<file path="src/rtl/regfile_nr_2r1w.sv">
// regfile_nr_2r1w: NUM_REGS x WIDTH register file, two combinational read ports, one synchronous write port.
// Define RF_BYPASS_EN to forward same-cycle write data to matching read ports.
module regfile_nr_2r1w #(
  parameter int WIDTH    = 16,
  parameter int NUM_REGS = 8,
  parameter int ADDR_W   = 3,
  parameter int ZERO_REG = 0
) (
  input  logic              clk,
  input  logic              rst_n,
  input  logic              we,
  input  logic [ADDR_W-1:0] waddr,
  input  logic [WIDTH-1:0]  wdata,
  input  logic [ADDR_W-1:0] ra_addr,
  input  logic [ADDR_W-1:0] rb_addr,
  output logic [WIDTH-1:0]  ra_data,
  output logic [WIDTH-1:0]  rb_data
);
  logic [WIDTH-1:0] regs_q [NUM_REGS];
  logic [WIDTH-1:0] regs_d [NUM_REGS];
  logic [WIDTH-1:0] ra_mux, rb_mux;
  // Only in-range, non-zero-reg slots take part; unmatched addresses leave writes dropped and reads at 0.
  always_comb begin
    regs_d = regs_q;
    ra_mux = '0;
    rb_mux = '0;
    for (int i = 0; i < NUM_REGS; i++) begin
      if (ZERO_REG == 0 || i != 0) begin
        if (we && waddr == ADDR_W'(i)) regs_d[i] = wdata;
        if (ra_addr == ADDR_W'(i)) ra_mux = regs_q[i];
        if (rb_addr == ADDR_W'(i)) rb_mux = regs_q[i];
      end
    end
  end
  always_ff @(posedge clk) begin
    if (!rst_n) regs_q <= '{default: '0};
    else regs_q <= regs_d;
  end
`ifdef RF_BYPASS_EN
  logic wr_fwd;
  always_comb begin
    wr_fwd = 1'b0;
    for (int i = 0; i < NUM_REGS; i++)
      if ((ZERO_REG == 0 || i != 0) && waddr == ADDR_W'(i)) wr_fwd = rst_n & we;
  end
  assign ra_data = (wr_fwd && ra_addr == waddr) ? wdata : ra_mux;
  assign rb_data = (wr_fwd && rb_addr == waddr) ? wdata : rb_mux;
`else
  assign ra_data = ra_mux;
  assign rb_data = rb_mux;
`endif
endmodule

</file>
<file path="config.mk">
export PLATFORM = sky130hd
export DESIGN_NAME = regfile_nr_2r1w
export DESIGN_NICKNAME = d
export VERILOG_FILES = /design/src/rtl/regfile_nr_2r1w.sv
export SDC_FILE = /design/constraint.sdc
export NUM_CORES = 1
export LEC_CHECK = 0
export CAP_MARGIN = 10
export CORE_MARGIN = 10
export CORE_UTILIZATION = 35
export DETAILED_ROUTE_END_ITERATION = 12
export PLACE_DENSITY_LB_ADDON = 0.15
export SLEW_MARGIN = 30
export SYNTH_ARGS = -nofsm -noshare
export SYNTH_HDL_FRONTEND = slang
export SYNTH_SLANG_ARGS = --single-unit
</file>
<file path="constraint.sdc">
create_clock -name clk -period 1.6 [get_ports clk]
set_clock_uncertainty 0.1 [all_clocks]
set_input_delay 0.32 -clock clk [delete_from_list [all_inputs] [get_ports clk]]
set_output_delay 0.32 -clock clk [all_outputs]
set_load 0.01 [all_outputs]
</file>
After elaboration in Yosys (flattened, before gate mapping)
Index checks and enable logic that the tools add are counted.
{"block": "totals", "word_cells": 56, "romBits": 0, "regBits": 128, "output_inout_bits": 32, "latchBits": 0, "in_bits": 28, "memories": 0, "ram_bits": 0}
{"block": "classes", "n_bitwise": 0, "muxes": 16, "add_sub_neg": 0, "n_eq_ne": 21, "n_shift": 0, "multipliers": 0, "n_reduce_logical": 11, "n_div": 0, "n_lt_le_gt_ge": 0}
{"cell": "$mux 16", "count": 16}
{"cell": "$eq 3x3->1 const B", "count": 12}
{"cell": "$eq 3x2->1 const B", "count": 6}
{"cell": "$eq 3x1->1 const B", "count": 3}
{"cell": "$logic_not 3->1", "count": 3}
{"cell": "$logic_and 1x1->1", "count": 8}

Longest topological paths before layout
{"block": "logic_depth", "ltp_word": 9, "mapped_depth": 7}

Least setup slack after synthesis
Ideal clock, no wire load.
{"block": "synth_timing", "path_type": "input to output", "from": "in ra_addr[0]", "to": "out ra_data[11]", "path_slack_ns": -0.223, "path_stages": 6, "required_time_ns": 1.180, "t_arrival_ns": 1.403, "path_cell_list": "buf_4 -> buf_6 -> buf_2 -> nor2_1 -> a21oi_1 -> a32oi_1"}
{"block": "synth_between", "elab_chain_len": 9, "word_cells_on_any_way": 16}
{"element": "from (decl)", "line_no": "14", "source": "input logic [ADDR_W-1:0] ra_addr,"}
{"element": "$logic_not 3->1", "line_no": "30", "source": "if (ra_addr == ADDR_W'(i)) ra_mux = regs_q[i];"}
{"element": "$mux 16 (7 in a row)", "line_no": "30"}
{"element": "$mux 16 *", "line_no": "30"}
{"element": "to (decl)", "line_no": "16", "source": "output logic [WIDTH-1:0] ra_data,"}
Every way passes the cells marked *; elsewhere a longest branch is shown, timed or not.

Final worst setup path
{"block": "layout_timing", "from": "reg regs_q[88] in the netlist's numbering", "to": "out rb_data[8]"}
{"block": "layout_between", "elab_chain_len": 6}
{"element": "from (decl)", "line_no": "19", "source": "logic [WIDTH-1:0] regs_q [NUM_REGS];"}
{"element": "from (signal assigned)", "line_no": "37", "source": "else regs_q <= regs_d;"}
{"element": "$mux 16 (6 in a row)", "line_no": "31", "source": "if (rb_addr == ADDR_W'(i)) rb_mux = regs_q[i];"}
{"element": "to (decl)", "line_no": "17", "source": "output logic [WIDTH-1:0] rb_data"}
No other way between the ends.

==> run metrics <==
status finished with violations; failing checks negative setup slack; crit path max fanout 2; share of layout cells above drive strength 1 between 40% and 50%; synth warn 0; Crit path required time 1.18 ns; Fillers approximately 1900; initial antenna violation count 0; Final Non-Filler Cells ~1400; average size of a mapped cell a little over 8 sq um; TritonCTS clock tree yes; Hold Slack roughly 0.30 ns; Leak Pwr about 4.3 nW; CP Capture Type output port; Post-Synthesis Net Count 903; total chip power 8.61 mW; Inst Count DP approximately 1300; Power Density between 700 and 800 nW/um^2; vias per cell ~5.3; total number of vias about 7300; first-pass GRT wire length around 44 mm; Largest Register regs_q; final period utilization 129%; Chip Height 163 um; setup TNS -10.84 ns; Slew Limit Headroom 73.8%; RSZ-0062 raised after global routing true; Yosys top cell area share 36.0%; NumNets Final approximately 1100; global-route usage over all layers about 22%; main area contributors after synthesis dfxtp_1 (36%), nand2_1 (15%), a21boi_1 (7.4%); arrival time worst endpoint around 1.6 ns; Max Cap Viol 0; Max H-tree Level 4; Final ANT Viol Nets 0; Synth async-reset ratio 0%; Num Clock Sinks between 100 and 150; latest clock arrival within the worst-skew pair 0.42 ns; Final Wtd Congestion between 0.8 and 0.9; worst slew pin tran 0.392 ns; setup slack after layout -0.461 ns; final wirelength roughly 29 mm; fin. max-slew vios 0; area grow syn2layout 53.1%; top flop regs regs_q: 128 flops; EDFF count, synth 0; Core Area just over 20000 sq um; Setup-failing EPs final 32; Initial Utilization a little over a third; Root Driver clkbuf_16; Synth Flop Type dfxtp_1; ANT cells 0; CTS buffer count 17; min Tclk post-route ~2.1 ns; Post-Syn Instances between 800 and 900; CP Launch Type register; Std-Cell Rows 52; fmax 485 MHz; Buffers on Ports 59; vias in the first global route ~7400; top post-synthesis cells by count nand2_1 (286), dfxtp_1 (128), a21boi_1 (70); CTS clk-pin slew, worst paths 0.06 ns; Die Wd about 160 um; Post-CTS Hold Buffers 0; Fin. Hold Viols 0; Max VDD drop between 600 and 700 uV; post-synthesis cell type count 50; largest area contributor in the netlist dfxtp_1; gr ovfl total 0; Initial DRC Count 563; DP HPWL ~18 mm; wire per inst approximately 21 um; Mapped Area roughly 7100 sq um; IO Count 60; DRT Pass-1 Iters 5; Die Area 26400 sq um; register area share after synthesis between 30% and 40%; top-count cell post-synth nand2_1; critical path class register to output port; Hold WC Path Type input pin to register; #FFs+latches synth between 100 and 150; DRC 0; largest net degree at the start of global routing 68; max reg flops 128; Max Buffers Root-to-Sink 2
what timing repair did:
item                       4_1_cts  5_1_grt
gates cloned                     1        1
gates resized for setup        277       60
setup endpoints to repair       32       34
pin swaps                       52       42
buffers inserted                31        8
worst max-delay path, cell delays in order (launching register included):
cell and delay (ns):
dfxtp_2 0.32, and4bb_2 0.23, a211oi_2 0.05, a221o_1 0.33, a21oi_2 0.13, buf_2 0.15
worst paths after layout:
check | from | endpoint | slack, ns | cells after the start
worst max register to register | regs_q[45] | regs_q[45] | 0.72 | 4
worst min register to register | regs_q[56] | regs_q[56] | 0.36 | 2
worst min-delay path | rst_n | regs_q[15] | 0.30 | 3
worst max-delay path | regs_q[88] | rb_data[8] | -0.46 | 5
logic make-up (layout without fill, tap and decap cells):
group | after synthesis | after routing | synth area share, %
AND/OR/NAND/NOR | 358 | 358 | 21.3
AO/OA/AOI/OAI | 247 | 247 | 25.5
flip-flops | 128 | 128 | 36.0
buffers and inverters | 87 | 312 | 6.40
multiplexers | 55 | 55 | 10.8
per-stage QoR:
step | util (%) | worst slack (ns) | instance area, sq um
2_1_floorplan | - | -0.0667 | 7440
3_3_place_gp | 47.2 | -1.21 | 9490
3_5_place_dp | 47.2 | -1.20 | 9490
4_1_cts | 53.0 | -0.498 | 10700
5_1_grt | 54.2 | -0.514 | 10900
6_report | 54.2 | -0.461 | 10900
where the power goes:
part	total (mW)	switching, mW	internal [mW]
Sequential	3.31	0.0476	3.26
Clock	3.80	1.49	2.32
Combinational	1.50	0.762	0.740
Total	8.61	2.30	6.32
layout make-up:
class	count	area (sq um)	share of cell area, %
Multi-Input combinational cell	660	4610	42.4
Timing Repair Buffer	274	2720	25.0
Sequential cell	128	2620	24.0
Clock buffer	21	450	4.14
Tap cell	270	338	3.10
Clock inverter	11	115	1.06
Inverter	6	38.8	0.356
per-layer routing:
metal	routed length [um]	vias to the layer above	track usage, %
met5	0	-	0
met4	371	0	5.70
met3	1350	27	3.64
met2	13800	199	35.3
met1	13100	3609	28.6
li1	-	3483	-
layout by cell type, fill, tap and decap left out, drive strengths merged, types with 7 or more instances in the layout:
cell,Yosys,layout
o21ai,28,28
mux2i,26,26
a21oi,15,15
nor2b,12,12
a22oi,11,11
a32oi,8,8
mux4,16,16
clkinv,0,9
a22o,14,14
dfxtp,128,128
nand2,287,287
clkbuf,25,22
a21boi,128,128
mux2,13,13
clkdlybuf4s50,0,18
nor3,7,7
buf,56,253
a221oi,21,21
nor2,27,27
Power figures use the tool's default switching activity.
